===== config.mk =====
export PLATFORM = sky130hd
export DESIGN_NAME = fetch_sequencer
export DESIGN_NICKNAME = d
export VERILOG_FILES = /design/src/rtl/i281_pkg.sv /design/src/rtl/pc_next_calc.sv /design/src/rtl/fetch_sequencer.sv
export SDC_FILE = /design/constraint.sdc
export NUM_CORES = 1
export LEC_CHECK = 0
export ABC_CLOCK_PERIOD_IN_PS = 8290
export BUFFER_PORTS_ARGS = -buffer_cell sky130_fd_sc_hd__buf_4
export CAP_MARGIN = 20
export CORE_MARGIN = 1
export CORE_UTILIZATION = 52
export CTS_BUF_LIST = sky130_fd_sc_hd__clkbuf_16
export DETAILED_ROUTE_END_ITERATION = 10
export GPL_ROUTABILITY_DRIVEN = 0
export HOLD_SLACK_MARGIN = 0.1
export PLACE_DENSITY = 0.8
export RECOVER_POWER = 100
export SYNTH_ARGS = -nofsm -noshare
export SYNTH_HDL_FRONTEND = slang
export SYNTH_HIERARCHICAL = 1
export SYNTH_SLANG_ARGS = --single-unit

===== constraint.sdc =====
create_clock -name clock -period 8.29 [get_ports clock]
set_input_delay 1.2435 -clock clock [delete_from_list [all_inputs] [get_ports clock]]
set_output_delay 1.2435 -clock clock [all_outputs]
set_load 0.02 [all_outputs]

===== src/rtl/i281_pkg.sv =====
// Shared definitions for the i281 fetch/execute sequencer: sequencer states,
// code memory geometry and instruction field positions.
package i281_pkg;

  localparam int ADDR_W      = 6;
  localparam int INSTR_W     = 17;
  localparam int MC_FLAG_BIT = 16;
  localparam int IMM_LSB     = 0;
  localparam int IMM_W       = 8;

  typedef enum logic [1:0] {
    ST_FETCH  = 2'd0,
    ST_EXEC1  = 2'd1,
    ST_EXEC2  = 2'd2,
    ST_HALTED = 2'd3
  } seq_state_t;

  localparam logic [1:0] PHASE_NONE  = 2'd0;
  localparam logic [1:0] PHASE_EXEC1 = 2'd1;
  localparam logic [1:0] PHASE_EXEC2 = 2'd2;

endpackage


===== src/rtl/pc_next_calc.sv =====
// Next program counter: pc+1, plus the sign-extended immediate when the
// branch is taken, wrapping modulo the code memory size.
module pc_next_calc #(
  parameter int ADDR_W = 6,
  parameter int IMM_W  = 8
) (
  input  logic [ADDR_W-1:0] pc,
  input  logic [IMM_W-1:0]  imm,
  input  logic              branch_taken,
  output logic [ADDR_W-1:0] pc_next
);

  localparam int EXT_W = (ADDR_W > IMM_W) ? ADDR_W : IMM_W;

  logic [EXT_W-1:0] imm_ext;

  always_comb begin
    imm_ext = EXT_W'($signed(imm));
    // Sum at the wider width, then truncate: the wrap is the mod-2^ADDR_W result.
    pc_next = ADDR_W'(EXT_W'(pc) + EXT_W'(1) + (branch_taken ? imm_ext : EXT_W'(0)));
  end

endmodule


===== src/rtl/fetch_sequencer.sv =====
// Program counter and fetch/execute sequencer for the i281 multicycle CPU.
// Drives the code memory address and presents a stable instruction/phase to the decoder.
//
// state   | meaning
// FETCH   | pc on read_select; code memory samples it at the closing edge
// EXEC1   | instruction passes straight through from the code memory
// EXEC2   | extra execute cycle for flagged instructions; instruction from ir
// HALTED  | stopped until reset
module fetch_sequencer #(
  parameter int ADDR_W   = i281_pkg::ADDR_W,
  parameter int INSTR_W  = i281_pkg::INSTR_W,
  parameter int RESET_PC = 0,
  parameter int CNT_W    = 16
) (
  input  logic               clock,
  input  logic               reset,
  input  logic               run,
  input  logic [INSTR_W-1:0] curr_instruction,
  input  logic               multicycle_flag,
  input  logic               branch_taken,
  input  logic               halt_req,
  output logic [ADDR_W-1:0]  read_select,
  output logic [INSTR_W-1:0] instr,
  output logic               instr_valid,
  output logic [1:0]         exec_phase,
  output logic               last_phase,
  output logic               halted,
  output logic [CNT_W-1:0]   retired_count
);

  import i281_pkg::*;

  seq_state_t         state_q, state_d;
  logic [ADDR_W-1:0]  pc_q, pc_d, pc_target;
  logic [INSTR_W-1:0] ir_q, ir_d;
  logic [CNT_W-1:0]   cnt_q, cnt_d;
  logic               is_last;

  assign read_select   = pc_q;
  assign retired_count = cnt_q;
  assign halted        = (state_q == ST_HALTED);
  assign instr         = (state_q == ST_EXEC1) ? curr_instruction : ir_q;

  pc_next_calc #(
    .ADDR_W (ADDR_W),
    .IMM_W  (IMM_W)
  ) u_pc_next (
    .pc           (pc_q),
    .imm          (instr[IMM_LSB +: IMM_W]),
    .branch_taken (branch_taken),
    .pc_next      (pc_target)
  );

  always_ff @(posedge clock or posedge reset) begin
    if (reset) begin
      state_q <= ST_FETCH;
      pc_q    <= ADDR_W'(RESET_PC);
      ir_q    <= '0;
      cnt_q   <= '0;
    end else begin
      state_q <= state_d;
      pc_q    <= pc_d;
      ir_q    <= ir_d;
      cnt_q   <= cnt_d;
    end
  end

  always_comb begin
    state_d    = state_q;
    pc_d       = pc_q;
    ir_d       = ir_q;
    cnt_d      = cnt_q;
    is_last    = 1'b0;
    exec_phase = PHASE_NONE;

    case (state_q)
      ST_FETCH: begin
        if (run) state_d = ST_EXEC1;
      end
      ST_EXEC1: begin
        exec_phase = PHASE_EXEC1;
        is_last    = !multicycle_flag;
        if (run) begin
          ir_d = curr_instruction;
          if (multicycle_flag) state_d = ST_EXEC2;
        end
      end
      ST_EXEC2: begin
        exec_phase = PHASE_EXEC2;
        is_last    = 1'b1;
      end
      ST_HALTED: ;
      default: state_d = ST_FETCH;
    endcase

    // Retire; halt wins over branch and leaves pc on the halting instruction.
    if (run && is_last) begin
      cnt_d = cnt_q + CNT_W'(1);
      if (halt_req) begin
        state_d = ST_HALTED;
      end else begin
        pc_d    = pc_target;
        state_d = ST_FETCH;
      end
    end

    instr_valid = run && (exec_phase != PHASE_NONE);
    last_phase  = run && is_last;
  end

endmodule


; Yosys cells after proc, flatten, opt, wreduce, memory -nomap -nowiden
; Index checks and enable logic that the tools add are counted.
[word_totals]
register_bits = 41
out_inout_bits = 44
wordCells = 33
[op_classes]
n_addsub = 3
eq_ne = 6
muxes = 10
bitwise = 1
n_reduce_logical = 9
[op_table]
columns = cell, count
row1 = $mux W17, 1
row2 = $add A16 B1 Y16 const B, 1
row3 = $mux W2, 5
row4 = $ne A3 B3 Y1 const B, 3
row5 = $pmux W2 S2, 2
row6 = $add A6 B1 Y6 const B, 1
row7 = $add A6 B6 Y6, 1
row8 = $mux W6, 1
row9 = $eq A2 B2 Y1 const B, 2
row10 = $reduce_and A2 Y1, 2
row11 = $reduce_and A4 Y1, 1
row12 = $reduce_bool A3 Y1, 1
row13 = $eq A2 B1 Y1 const B, 1
row14 = $logic_and A1 B1 Y1, 2
row15 = $logic_not A2 Y1, 1
row16 = $pmux W1 S2, 1
row17 = $reduce_bool A2 Y1, 1
row18 = $logic_not A1 Y1, 1
row19 = $not A1 Y1, 1

; Logic depth before layout (Yosys ltp)
[depth]
ltp_word = 5
depth_mapped = 12
ltp_nobuf = 11

; Modules after synthesis
; Netlist, hierarchy kept.
[modules_own_cells]
columns = module, instances, cells_each, area_per_inst_um2, seq_area_each_um2
row1 = fetch_sequencer, 1, 151, 2021.9, 1026.0
row2 = pc_next_calc, 1, 32, 242.7, 0.0

; Worst setup path before layout
; OpenSTA, ideal clock, no wires.
[synth_timing]
kind = input to output
startpoint = input run
endpoint = output last_phase
t_arrival_ns = 1.814
required_ns = 7.047
path_slack_ns = 5.232
cell_stages = 3
n_path_buf = 1
cell_sequence = and2_1 > o21a_1 > buf_4
[synth_via]
elab_chain_cells = 1
[synth_rtl]
columns = item, line
row1 = from (decl), fetch_sequencer.sv:17  ; input logic run,
row2 = $logic_and A1 B1 Y1, fetch_sequencer.sv:108  ; last_phase = run && is_last;
row3 = to (decl), fetch_sequencer.sv:26  ; output logic last_phase,
; No other way between the ends.

; Final worst setup path
[layout_timing]
startpoint = register state_q[1]
endpoint = output last_phase
[layout_via]
elab_chain_cells = 3
word_cells_on_any_way = 4
cone_classes = eq/ne (2) / mux (1) / reduce/logical (1)
[layout_rtl]
columns = item, line
row1 = from (decl), fetch_sequencer.sv:33  ; seq_state_t state_q, state_d;
row2 = from (signal assigned), fetch_sequencer.sv:61  ; state_q <= state_d;
row3 = $eq A2 B2 Y1 or $eq A2 B1 Y1 (tied branches), fetch_sequencer.sv:76  ; case (state_q)
row4 = $pmux W1 S2 *, fetch_sequencer.sv:76
row5 = $logic_and A1 B1 Y1 *, fetch_sequencer.sv:108
; Every way passes the cells marked *; elsewhere a longest branch is shown, timed or not.

==> metrics <==
status=finished with violations; failing checks=max-capacitance violations, max-slew violations; vias in the first global route=1564; Post-CTS Hold Fix Bufs=0; Inserted Clock Buffers=5; number of max-cap violations=1; chip height=just under 70 um; Logic pwr share=50.3%; Leakage=1.270 nW; Top Usage Layer GRT=met2; crit path cell chain=inv_1 > ha_1 > nor2b_1 > o21a_1 > clkbuf_1; H-tree levels=2; I/O Buffers=66; clock share of power=between 10% and 20%; router iterations before antenna repair=4; setup_tns=0 ps; WS Path Type=flop to output pin; Detail Route Antenna Nets=0; flops & latches, synth=slightly above 40; unrepaired setup endpoints after global routing=false; DRT iter0 DRCs=77; Worst-Skew Late Latency=around 280 ps; Req. time, crit path=7050 ps; Final setup viols=0; DRC viols=0; total grt overflow=0; final hold violations=0; DR vias/cell=5.343; commonest non-fill, non-tap cell in the layout=clkbuf_1; worst vdd ir=between 0.2 and 0.25 mV; # resized after CTS=0; largest net degree at the start of global routing=42; sequential share of power=between 30% and 40%; CP peak stage delay=roughly 800 ps; Worst Setup End Kind=output pin; sequential fraction of the synthesis area=45.30%; first-pass GRT wire length=approximately 7300 um; die area=approximately 4600 um^2; Syn Nets=roughly 220; num rows=23; CP Max Fanout=22; Final #Nets=approximately 290; Core ar.=between 4000 and 5000 um^2; CTS tree=done; Syn-to-layout area delta=21.60%; Horiz. Die Dim=68.00 um; R2R setup slack=roughly 5000 ps; cells after synthesis=roughly 180; PD cells=396.1 nW/um^2; Synth Cell Area=approximately 2300 um^2; Slew headroom=-45.51%; clk sinks=between 40 and 50; Sw Pwr=0.0004414 W; fmax=~260 MHz; Arr. time, crit path=between 2000 and 3000 ps; Internal=0.0006494 W; CP startpoint kind=flop; Placed Area=2796 um^2; Final Max Slew Viols=42; diodes inserted=0; Initial Util=between 50 and 60%; I/O pins=between 60 and 70; CTS root buffer=clkbuf_16; met3 GRT Util=around 7.0%; minimum clock period=3870 ps; hpwl dp=~3200 um; Longest Clk Path Bufs=2; via count=about 1600; CP max-delay cell=ha_1; setup repair bufs after CTS=0; most frequent cells in the layout=clkbuf_1 (42), dfrtp_1 (41), mux2_2 (31); total wire length=around 4500 um; CP bufs+invs=2; syn avg cell area=~12 um^2; Total GRT Usage=21.86%; Cell variety after synth=37; clock-pin slew on the worst setup and hold paths=60 ps; actual slew at the worst max-slew pin=2183 ps; final instance area=2754 um^2; Ys Warns=6; Sw Ratio=between 40 and 50%; Tcrit/Tclk final=46.69%; GRT met2 Usage=a little over a third; Hold WC Path Type=flop to flop; Top Family by Delay on Critical Path=adder cells; WL/cell=14.96 um; layout cells sized above 1=about a quarter; initial antenna violation count=0; met1 usage=a little over a quarter; worst clock skew=around 3.6 ps
## final cells by class
cell class                      instances  area, um^2
Tap cell                               50       62.56
Fill cell                             372        1333
Sequential cell                        41        1026
Multi-Input combinational cell        128        1124
Clock inverter                          3       37.54
Inverter                                9       33.78
Timing Repair Buffer                   67       345.3
Clock buffer                            5       125.1
## cell usage after synthesis
master	number	share of area (%)
a211oi_1	2	0.66
a21o_1	1	0.33
a21oi_1	4	0.88
a221o_1	1	0.44
and2_1	5	1.4
and3_1	2	0.55
and4_1	2	0.77
and4_4	1	0.50
buf_2	3	0.66
buf_4	1	0.33
buf_6	1	0.50
dfrtp_1	41	45
fa_1	1	0.88
ha_1	11	6.1
inv_1	9	1.5
mux2_2	35	17
mux2_4	6	4.0
nand2_1	8	1.3
nand2b_1	1	0.28
nand3_1	4	0.88
nand4_1	4	1.1
nor2_1	8	1.3
nor2b_1	1	0.28
nor2b_2	1	0.39
nor2b_4	1	0.61
nor3_1	2	0.44
nor3_2	1	0.44
o2111ai_1	1	0.39
o2111ai_4	1	1.2
o21a_1	1	0.33
o21a_2	1	0.39
o21ai_0	1	0.22
o311ai_0	1	0.39
o31a_1	1	0.39
o31ai_2	1	0.55
xnor2_1	10	3.9
xor2_1	8	3.1
## power by group through the flow
stage          Combinational (W)  Clock [W]  Sequential, W
2_1_floorplan           0.000414          0       0.000352
3_3_place_gp            0.000626          0       0.000329
3_5_place_dp            0.000635          0       0.000333
4_1_cts                 0.000643   0.000218       0.000331
5_1_grt                 0.000603   0.000226       0.000340
6_report                0.000548   0.000213       0.000329
## path summary, 6_finish.rpt
path	from	cells after the start	to
setup / recovery	state_q[1]$_DFFE_PP0P_	5	last_phase
setup reg to reg	state_q[1]$_DFFE_PP0P_	10	read_select[5]$_DFFE_PP0P_
min in group asynchronous	reset	3	ir_q[8]$_DFFE_PP0P_
max in group asynchronous	reset	3	read_select[4]$_DFFE_PP0P_
hold reg to reg	retired_count[15]$_DFFE_PP0P_	1	retired_count[15]$_DFFE_PP0P_
hold / removal	retired_count[15]$_DFFE_PP0P_	1	retired_count[15]$_DFFE_PP0P_
## sequential cells by signal, summed over array words and instances, names as in the netlist
| register | count |
|---|---|
| ir_q | 17 |
| read_select | 6 |
| retired_count | 16 |
| state_q | 2 |
## through the flow
stage,util [%],total power [W],hold slack [ps],setup slack (ps),cells
3_3_place_gp,68.43,0.0009549,460.6,4863,295
6_report,67.39,0.001091,462.3,4420,303
4_1_cts,72.41,0.001193,470.1,4498,303
5_1_grt,67.39,0.001169,494.7,4209,303
3_5_place_dp,68.43,0.0009680,458.5,4812,295
2_1_floorplan,-,0.0007665,475.4,5232,183
## routing by layer
| metal | share of wire [%] | wire length (um) |
|---|---|---|
| met5 | 0 | 0 |
| met1 | 44 | 1994 |
| met2 | 50 | 2262 |
| met4 | 0.79 | 36 |
| met3 | 5.3 | 238 |
## cells by family (layout without fill, tap and decap cells)
kind of cell / Yosys count / count (layout) / synth area share, %
AND/OR/NAND/NOR: 41 / 41 / 10.28
adder cells (fa/ha/maj): 12 / 12 / 6.961
multiplexers: 41 / 41 / 21.38
buffers and inverters: 14 / 84 / 2.983
flip-flops: 41 / 41 / 45.30
AO/OA/AOI/OAI: 16 / 16 / 6.133
XOR/XNOR: 18 / 18 / 6.961
## worst register-to-register path, cell delays in order (launching register included)
cell and delay, ps:
dfrtp_1 410, inv_1 120, ha_1 780, mux2_1 450, and2_1 180, ha_1 330, o21a_2 240, o31a_1 120
nor3_1 210, o31ai_2 100, mux2_4 260
Power figures use the tool's default switching activity.
